==> src/rtl/acc_alu_unit.sv <==
// rtl/acc_alu_unit.sv - registered add/accumulate/MAC unit with valid/ready handshake
module acc_alu_unit #(
   parameter int WIDTH     = 8,
   parameter int ACC_WIDTH = 16,
   parameter int SATURATE  = 1
) (
   input  logic                 clk,
   input  logic                 rst_n,
   input  logic                 ena,
   input  logic                 in_valid,
   output logic                 in_ready,
   input  logic [1:0]           mode,
   input  logic [WIDTH-1:0]     a,
   input  logic [WIDTH-1:0]     b,
   input  logic                 clear,
   output logic [ACC_WIDTH-1:0] result,
   output logic                 out_valid,
   output logic                 ovf
);

   localparam logic [1:0] S_IDLE = 2'd0;
   localparam logic [1:0] S_MUL  = 2'd1;
   localparam logic [1:0] S_DONE = 2'd2;

   localparam logic [1:0] M_ADD     = 2'b00;
   localparam logic [1:0] M_ACC_ADD = 2'b01;
   localparam logic [1:0] M_ACC_SUB = 2'b10;
   localparam logic [1:0] M_MAC     = 2'b11;

   // Shifted multiplicand needs 2*WIDTH bits; one extra bit keeps acc+addend carry-free.
   localparam int PW  = 2 * WIDTH;
   localparam int EXT = ((ACC_WIDTH > PW) ? ACC_WIDTH : PW) + 1;
   localparam int CW  = $clog2(WIDTH) + 1;
   localparam logic [EXT-1:0] MAX_X = {{(EXT-ACC_WIDTH){1'b0}}, {ACC_WIDTH{1'b1}}};

   logic [1:0]           state;
   logic [ACC_WIDTH-1:0] acc;
   logic [PW-1:0]        a_sh;
   logic [WIDTH-1:0]     b_sh;
   logic [CW-1:0]        count;

   logic [EXT-1:0]       acc_x;
   logic [EXT-1:0]       addend;
   logic [EXT-1:0]       sum_x;
   logic [EXT-1:0]       diff_x;
   logic                 is_sub;
   logic                 step_ovf;
   logic [ACC_WIDTH-1:0] step_acc;

   assign in_ready = (state == S_IDLE);
   assign result   = acc;

   // Shared accumulate step: acc +/- addend with overflow detection and optional clamping.
   always_comb begin
      acc_x    = EXT'(acc);
      addend   = EXT'(a) + EXT'(b);
      is_sub   = (mode == M_ACC_SUB);
      if (state == S_MUL) begin
         addend = EXT'(a_sh);
         is_sub = 1'b0;
      end
      sum_x    = acc_x + addend;
      diff_x   = acc_x - addend;
      step_ovf = 1'b0;
      step_acc = sum_x[ACC_WIDTH-1:0];
      if (is_sub) begin
         step_ovf = (addend > acc_x);
         step_acc = (step_ovf && (SATURATE != 0)) ? '0 : diff_x[ACC_WIDTH-1:0];
      end else begin
         step_ovf = (sum_x > MAX_X);
         step_acc = (step_ovf && (SATURATE != 0)) ? '1 : sum_x[ACC_WIDTH-1:0];
      end
   end

   // Control FSM, accumulator, shift-add registers and status flags.
   always_ff @(posedge clk or negedge rst_n) begin
      if (!rst_n) begin
         state     <= S_IDLE;
         acc       <= '0;
         a_sh      <= '0;
         b_sh      <= '0;
         count     <= '0;
         out_valid <= 1'b0;
         ovf       <= 1'b0;
      end else if (ena) begin
         if (clear) begin
            state     <= S_IDLE;
            acc       <= '0;
            a_sh      <= '0;
            b_sh      <= '0;
            count     <= '0;
            out_valid <= 1'b0;
            ovf       <= 1'b0;
         end else begin
            case (state)
               S_IDLE: begin
                  out_valid <= 1'b0;
                  if (in_valid) begin
                     case (mode)
                        M_ADD: begin
                           acc       <= addend[ACC_WIDTH-1:0];
                           out_valid <= 1'b1;
                        end
                        M_ACC_ADD, M_ACC_SUB: begin
                           acc       <= step_acc;
                           ovf       <= ovf | step_ovf;
                           out_valid <= 1'b1;
                        end
                        M_MAC: begin
                           a_sh  <= PW'(a);
                           b_sh  <= b;
                           count <= '0;
                           state <= S_MUL;
                        end
                        default: state <= S_IDLE;
                     endcase
                  end
               end
               S_MUL: begin
                  if (b_sh[0]) begin
                     acc <= step_acc;
                     ovf <= ovf | step_ovf;
                  end
                  a_sh  <= a_sh << 1;
                  b_sh  <= b_sh >> 1;
                  count <= count + 1'b1;
                  if (count == CW'(WIDTH - 1)) state <= S_DONE;
               end
               S_DONE: begin
                  out_valid <= 1'b1;
                  state     <= S_IDLE;
               end
               default: state <= S_IDLE;
            endcase
         end
      end
   end

endmodule
==> config.mk <==
export PLATFORM = sky130hd
export DESIGN_NAME = acc_alu_unit
export DESIGN_NICKNAME = d
export VERILOG_FILES = /design/src/rtl/acc_alu_unit.sv
export SDC_FILE = /design/constraint.sdc
export NUM_CORES = 1
export LEC_CHECK = 0
export ABC_AREA = 1
export CAP_MARGIN = 20
export CORE_ASPECT_RATIO = 0.6
export CORE_UTILIZATION = 31
export CTS_BUF_LIST = sky130_fd_sc_hd__clkbuf_2 sky130_fd_sc_hd__clkbuf_4 sky130_fd_sc_hd__clkbuf_8
export DETAILED_ROUTE_END_ITERATION = 10
export PLACE_DENSITY = 0.48
export RECOVER_POWER = 25
export SYNTH_ARGS = -nofsm -noshare
export SYNTH_HDL_FRONTEND = slang
export SYNTH_SLANG_ARGS = --single-unit
==> constraint.sdc <==
create_clock -name clk -period 3.85 [get_ports clk]
set_clock_uncertainty 0.05 [all_clocks]
set_input_delay 1.155 -clock clk [delete_from_list [all_inputs] [get_ports clk]]
set_output_delay 1.155 -clock clk [all_outputs]
set_load 0.01 [all_outputs]
# --- Word level (Yosys, flattened, before mapping) ---
# Cells that the tools add are included.
word_totals:
  in_bits: 23
  wordCells: 74
  out_inout_bits: 19
  reg_bits: 48
classes:
  bitwise: 1
  n_eq_ne: 12
  n_mux: 37
  n_lt_le_gt_ge: 2
  addsub: 4
  n_reduce_logical: 11
ops:
  columns: ["operator", "count"]
  rows:
  - ["two-way mux 16 bit", 10]
  - ["case mux 16 bit (2 select lines)", 3]
  - ["two-way mux 8 bit", 3]
  - ["adder 16 x 17 -> 17 bit", 1]
  - ["> comparator 17 x 16 -> 1 bit", 1]
  - ["> comparator 17 x 16 -> 1 bit, second input constant", 1]
  - ["case mux 8 bit (2 select lines)", 1]
  - ["subtractor 16 bit", 1]
  - ["two-way mux 4 bit", 3]
  - ["AND reduction 5 bit", 2]
  - ["adder 8 x 8 -> 9 bit", 1]
  - ["two-way mux 1 bit", 9]
  - ["two-way mux 2 bit", 4]
  - ["case mux 4 bit (2 select lines)", 1]
  - ["AND reduction 4 bit", 2]
  - ["equality test 2 bit, second input constant", 3]
  - ["inequality test 3 x 1 -> 1 bit, second input constant", 2]
  - ["inequality test 3 x 2 -> 1 bit, second input constant", 2]
  - ["nonzero test 3 bit", 2]
  - ["adder 4 x 1 -> 4 bit, second input constant", 1]
  - ["equality test 2 x 1 -> 1 bit, second input constant", 2]
  - ["equality test 4 x 3 -> 1 bit, second input constant", 1]
  - ["logical NOT 2 bit", 2]
  - ["inequality test 4 x 1 -> 1 bit, second input constant", 1]
  - ["other kinds (7)", 8]

# --- Longest topological paths before layout ---
# Gate-level depths: netlist (run 1).
logic_depth:
  depth_word: 10
  depth_mapped: 25
  depth_no_buf: 23

# --- Worst setup path after synthesis (run 1) ---
# No wires, ideal clock.
synth_path:
  path_type: "in2reg"
  startpoint: "input a[0]"
  endpoint: "register acc[4] (netlist: result[4])"
  t_required_ns: 3.735
  stages: 24
  path_buffers: 2
  path_slack_ns: -0.080
  arrival_time_ns: 3.815
  setup_time_ns: 0.065
  path_cell_list: "ha_1 > fa_1 > nand2_1 > nand2_1 > nand2_1 > nand2_1 > nand4_1 > o311ai_0 > nand2_1 > o21ai_0 > ha_1 > buf_2 > nand2_1 > inv_1 > a21oi_1 > nand2_1 > nand2_1 > nand3_1 > nand2_1 > buf_4 > nand2_1 > o21bai_1 > nand2_1 > nand2_1"
synth_between:
  elab_chain_len: 10
  elab_cells_between_ends: 14
  cone_classes: "3 x add/sub; 2 x order compare; 9 x mux"
synth_rtl:
  columns: ["element", "line", "rtl"]
  rows:
  - ["from (decl)", "13", "input logic [WIDTH-1:0] a,"]
  - ["adder 8 x 8 -> 9 bit (*)", "56", "addend = EXT'(a) + EXT'(b);"]
  - ["two-way mux 16 bit (*)", "58", "if (state == S_MUL) begin"]
  - ["adder 16 x 17 -> 17 bit", "62", "sum_x = acc_x + addend;"]
  - ["> comparator 17 x 16 -> 1 bit", "70", "step_ovf = (sum_x > MAX_X);"]
  - ["two-way mux 16 bit", "71", "step_acc = (step_ovf && (SATURATE != 0)) ? '1 : sum_x[ACC_WIDTH-1:0];"]
  - ["two-way mux 16 bit", "66", "if (is_sub) begin"]
  - ["case mux 16 bit (2 select lines)", "99", "case (mode)"]
  - ["two-way mux 16 bit", "98", "if (in_valid) begin"]
  - ["case mux 16 bit (2 select lines) (*)", "95", "case (state)"]
  - ["two-way mux 16 bit (*)", "86", "if (clear) begin"]
  - ["to (signal assigned)", "101", "acc <= addend[ACC_WIDTH-1:0];"]
  - ["to (signal assigned)", "105", "acc <= step_acc;"]
  - ["to (signal assigned)", "121", "acc <= step_acc;"]
  - ["to (decl)", "37", "logic [ACC_WIDTH-1:0] acc;"]
# Mark *: on every way between the ends. The rest lies on a longest branch, timed or not. The select of a mux whose other input is x is not followed.
# A chain may end at the register's enable or synchronous reset.

# --- Worst setup path after layout (run 1) ---
layout_path:
  startpoint: "input a[0]"
  endpoint: "register acc[10] (netlist: result[10])"
layout_between:
  elab_chain_len: 10
  elab_cells_between_ends: 14
  cone_classes: "3 x add/sub; 2 x order compare; 9 x mux"
layout_rtl:
  columns: ["element", "line"]
  rows:
  - ["adder 8 x 8 -> 9 bit (*)", "56"]
  - ["two-way mux 16 bit (*)", "58"]
  - ["adder 16 x 17 -> 17 bit", "62"]
  - ["> comparator 17 x 16 -> 1 bit", "70"]
  - ["two-way mux 16 bit", "71"]
  - ["two-way mux 16 bit (*)", "66"]
  - ["case mux 16 bit (2 select lines)", "99"]
  - ["two-way mux 16 bit", "98"]
  - ["case mux 16 bit (2 select lines) (*)", "95"]
  - ["two-way mux 16 bit (*)", "86"]
# Marks and branches as above.

==> flow_summary_export.csv, run 1 <==
group,metric,value,unit
routing,postRouteWirelength,19180,µm
yosys,yosys_warnings,0,
critical_path,r2r_end,"result[3]",
critical_path,crit_fanout,6,
power_and_ir_drop,switchingPower,2.997,mW
yosys,ys.flop_type,"dfrtp_1",
power_and_ir_drop,clockPowerShare,8.3,%
sta,worst_pin_slew,1.081,ns
cts,clockBufferDepth,2,
sta,maxSlewHeadroom,27.94,%
routing,vias,5876,
global_routing,grt_pass1_wl,29750,µm
yosys,synth_cells,836,
min_path,holdPathEnd,"b_sh[0]",
layout,synthToLayoutAreaGrowth,42.07,%
place,port-buffer-count,41,
min_path,whs_path_depth,2,
floorplanning,num_rows,36,
critical_path,path_buf_inv,4,
yosys,ys_types,36,
critical_path,critical_path_required,4.08,ns
cts,clk_pin_slew_worst_paths,0.11,ns
global_routing,met3_usage,3.877,%
power_and_ir_drop,peakVddDrop,0.4066,mV
critical_path,slowest_delay,0.39,ns
sta,whs,0.4414,ns
critical_path,crit_slowest_cell,"fa_2",
floorplanning,dieArea,0.01744,mm²
power_and_ir_drop,p_comb_share,77.6,%
yosys,syn_area,0.005238,mm²
critical_path,r2r_cells,17,
place,detailed_place_hpwl,15390,µm
critical_path,cp_top_family,"simple AND/OR/NAND/NOR gates",
floorplanning,die_w,169.8,µm
power_and_ir_drop,leakagePower,3.901,nW
yosys,synth_seq_area_share,22.93,%
floorplanning,initial_utilization,32.03,%
routing,drtIter0Drc,584,
global_routing,first_global_vias,5109,
routing,drc,0,
yosys,synth.avg_cell_area,6.265,µm²
layout,drive_above_1_share,25.63,%
power_and_ir_drop,power.internal,2.910,mW
layout,fin_nets,1075,
critical_path,cp_cell_sequence,"buf_6 -> ha_4 -> fa_2 -> nand2_1 -> nand2_1 -> nand2_1 -> nand2_2 -> buf_6 -> nand4_1 -> o311ai_2 -> nand2_1 -> o21ai_2 -> ha_4 -> buf_6 -> nand2_2 -> inv_2 -> nand3_4 -> nor2_4 -> a21oi_4 -> nand2_4 -> nand2_4 -> nor2_4 -> nand3_2 -> nand2_1",
power_and_ir_drop,power_density,793.8,mW/mm²
sta,min_period,3.819,ns
min_path,hold_start,"b_sh[0]",
cts,postCtsHoldBufs,0,
yosys,syn_nets,921,
critical_path,r2r_start,"state[1]",
cts,cts_sinks,48,
cts,cts_max_level,2,
power_and_ir_drop,power_frac_seq,14.2,%
cts,cts_tree,"built",
floorplanning,design.core.area,0.01635,mm²
sta,slew_violations,0,
floorplanning,pin_count,42,
min_path,min_path_type,"reg2reg",
cts,root_buffer,"clkbuf_8",
job,maxCapViolations,0,
routing,drt-vias-per-instance,4.820,
routing,wl_per_cell,15.73,µm
floorplanning,die_y,102.7,µm
global_routing,grt_util_met2,27.18,%
place,place_area,0.006713,mm²
cts,cts_made_buffers,5,
yosys,async_flop_share,100.0,%
global_routing,busiest_layer,"met1",
critical_path,endpoint_kind,"register",
status,status,"finished, final reports clean",
global_routing,antenna_found_initial,0,
critical_path,critPathMostFrequentCell,"nand2_1",
layout,fin_area,0.007441,mm²
critical_path,r2r_slack,0.67,ns
routing,drt-pass1-iter-count,5,
place,gp_congestion,0.9290,
sta,rsz0062_at_grt,"true",
critical_path,arrival,4.05,ns
global_routing,grt_max_degree,30,
routing,detail-route-antenna-nets,0,
global_routing,overflow,0,
layout,diodes,0,
critical_path,cp-start-kind,"input port",
sta,finalCritPeriodShare,99.18,%
global_routing,track_usage,22.49,%
yosys,synth_edf_count,0,
sta,setup_violations,0,
sta,fmax,261.9,MHz
sta,finalHoldViolCount,0,
global_routing,grt_util_met1,39.21,%
critical_path,criticalPathCategory,"in2reg",
yosys,ys_seq_elements,48,
power_and_ir_drop,swShare,50.74,%
power_and_ir_drop,p_total,5.907,mW
cts,clk_latency,0.34,ns
## worst reg2reg max path: cells and delay by family, from the launching register on
| family | cells | cell delay (ns) |
|---|---|---|
| buffers and inverters | 4 | 0.58 |
| adder cells (fa/ha/maj) | 1 | 0.49 |
| flip-flops | 1 | 0.43 |
| AND/OR/NAND/NOR | 11 | 1.49 |
| AO/OA/AOI/OAI | 1 | 0.06 |
## how the worst max path moves through the flow
| stage | start | to | slack, ns | depth (start not counted) |
|---|---|---|---|---|
| after floorplan | a[0] | result[4] | 0.02 | 24 |
| after global placement | a[0] | result[10] | -0.99 | 21 |
| after detailed placement | a[0] | result[9] | -0.97 | 21 |
| after CTS | a[1] | result[15] | 0.008 | 24 |
| after global routing | b[0] | result[10] | -0.16 | 24 |
| final | a[0] | result[10] | 0.03 | 24 |
## repair_timing
item | in CTS | in global routing
gates cloned | 1 | 0
gates resized for setup | 89 | 65
setup endpoints to repair | 17 | 17
pin swaps | 21 | 42
setup buffers | 6 | 4
## kinds of logic (layout without fill, tap and decap cells)
logic type,Yosys count,after routing,synth area share [%]
and+or+nand+nor,436,436,35.24
DFF,48,48,22.93
xor gates and xnor gates,5,5,0.8361
adders and majority gates,62,62,15.24
buffers and inverters,159,314,12.18
AOI/OAI and AO/OA,126,126,13.57
## synth_stat cells (all sizes together) (6+ instances only)
master  instances  area, µm²
clkbuf          6      22.52
nand3          84      420.4
o21ai          51      274.0
inv           133      499.2
nand2         257      967.2
ha             59      738.2
buf            20      116.4
a22oi          10      75.07
nor2           64      255.3
nand4          18      112.6
a21oi          52      264.0
dfrtp          48       1201
## registers in the layout, summed over array words and instances, names as in the netlist
| name | count |
|---|---|
| ovf | 1 |
| state | 2 |
| a_sh | 16 |
| b_sh | 8 |
| out_valid | 1 |
| count | 4 |
| result | 16 |
## power by group through the flow
stage	Sequential [mW]	Clock (mW)	Combinational, mW
final	0.837	0.488	4.58
after global routing	0.861	0.515	5.02
after detailed placement	0.839	0	3.91
after floorplan	0.821	0	2.18
after global placement	0.840	0	3.94
after CTS	0.833	0.499	4.22
## area by class of cell
class / instances / area [µm²]
Fill cell: 1750 / 8910
Timing Repair Buffer: 173 / 1433
Inverter: 133 / 499.2
Tap cell: 228 / 285.3
Sequential cell: 48 / 1201
Multi-Input combinational cell: 629 / 3885
Clock buffer: 5 / 68.82
Clock inverter: 3 / 68.82
## stage by stage
stage / setup WS, ns / cells / utilization (%) / TNS [ns]
final: 0.03148 / 1219 / 45.51 / 0
after global routing: -0.1598 / 1219 / 45.51 / -2.051
after CTS: 0.007680 / 1215 / 44.08 / 0
after detailed placement: -0.9676 / 1200 / 41.05 / -15.83
after global placement: -0.9923 / 1200 / 41.05 / -16.18
after floorplan: 0.02093 / 836 / - / 0
## cell usage in the layout, fill, tap and decap left out, types with 2 or more instances in the layout
cell type	count
nor3_4	2
o21ai_1	12
dlygate4sd2_1	8
o21ai_0	30
ha_2	3
xor2_1	5
a31oi_1	2
a22oi_1	10
buf_6	7
fa_1	2
clkbuf_1	2
o21bai_1	5
a21oi_1	40
nand2_2	25
nand3_2	14
inv_2	8
nand2_1	228
nand3_4	2
inv_1	125
o21ai_2	9
nand3b_1	3
nor2_4	4
nand2_4	4
bufinv_16	2
a21oi_4	2
a21oi_2	10
or2_2	5
nand4_1	18
clkdlybuf4s50_1	26
dfrtp_1	48
clkbuf_2	2
nor3_1	2
nand3_1	68
clkbuf_8	5
ha_1	43
ha_4	13
buf_4	122
nor2_2	6
nor2_1	54
## metal layers
| metal | wire length (µm) | share of wire [%] |
|---|---|---|
| met3 | 1215 | 6.3 |
| met2 | 6696 | 35 |
| met1 | 11180 | 58 |
| met5 | 0 | 0 |
| met4 | 85 | 0.44 |
Note: power is estimated with default switching activity, not from simulation.
==> inputs of run 2 (changes only) <==
CAP_MARGIN = 40   (was 20)
CTS_CLUSTER_SIZE = 24   (was unset)
==> results of run 2 <==
The final DEF is identical to that of run 1; final timing and power are the same.
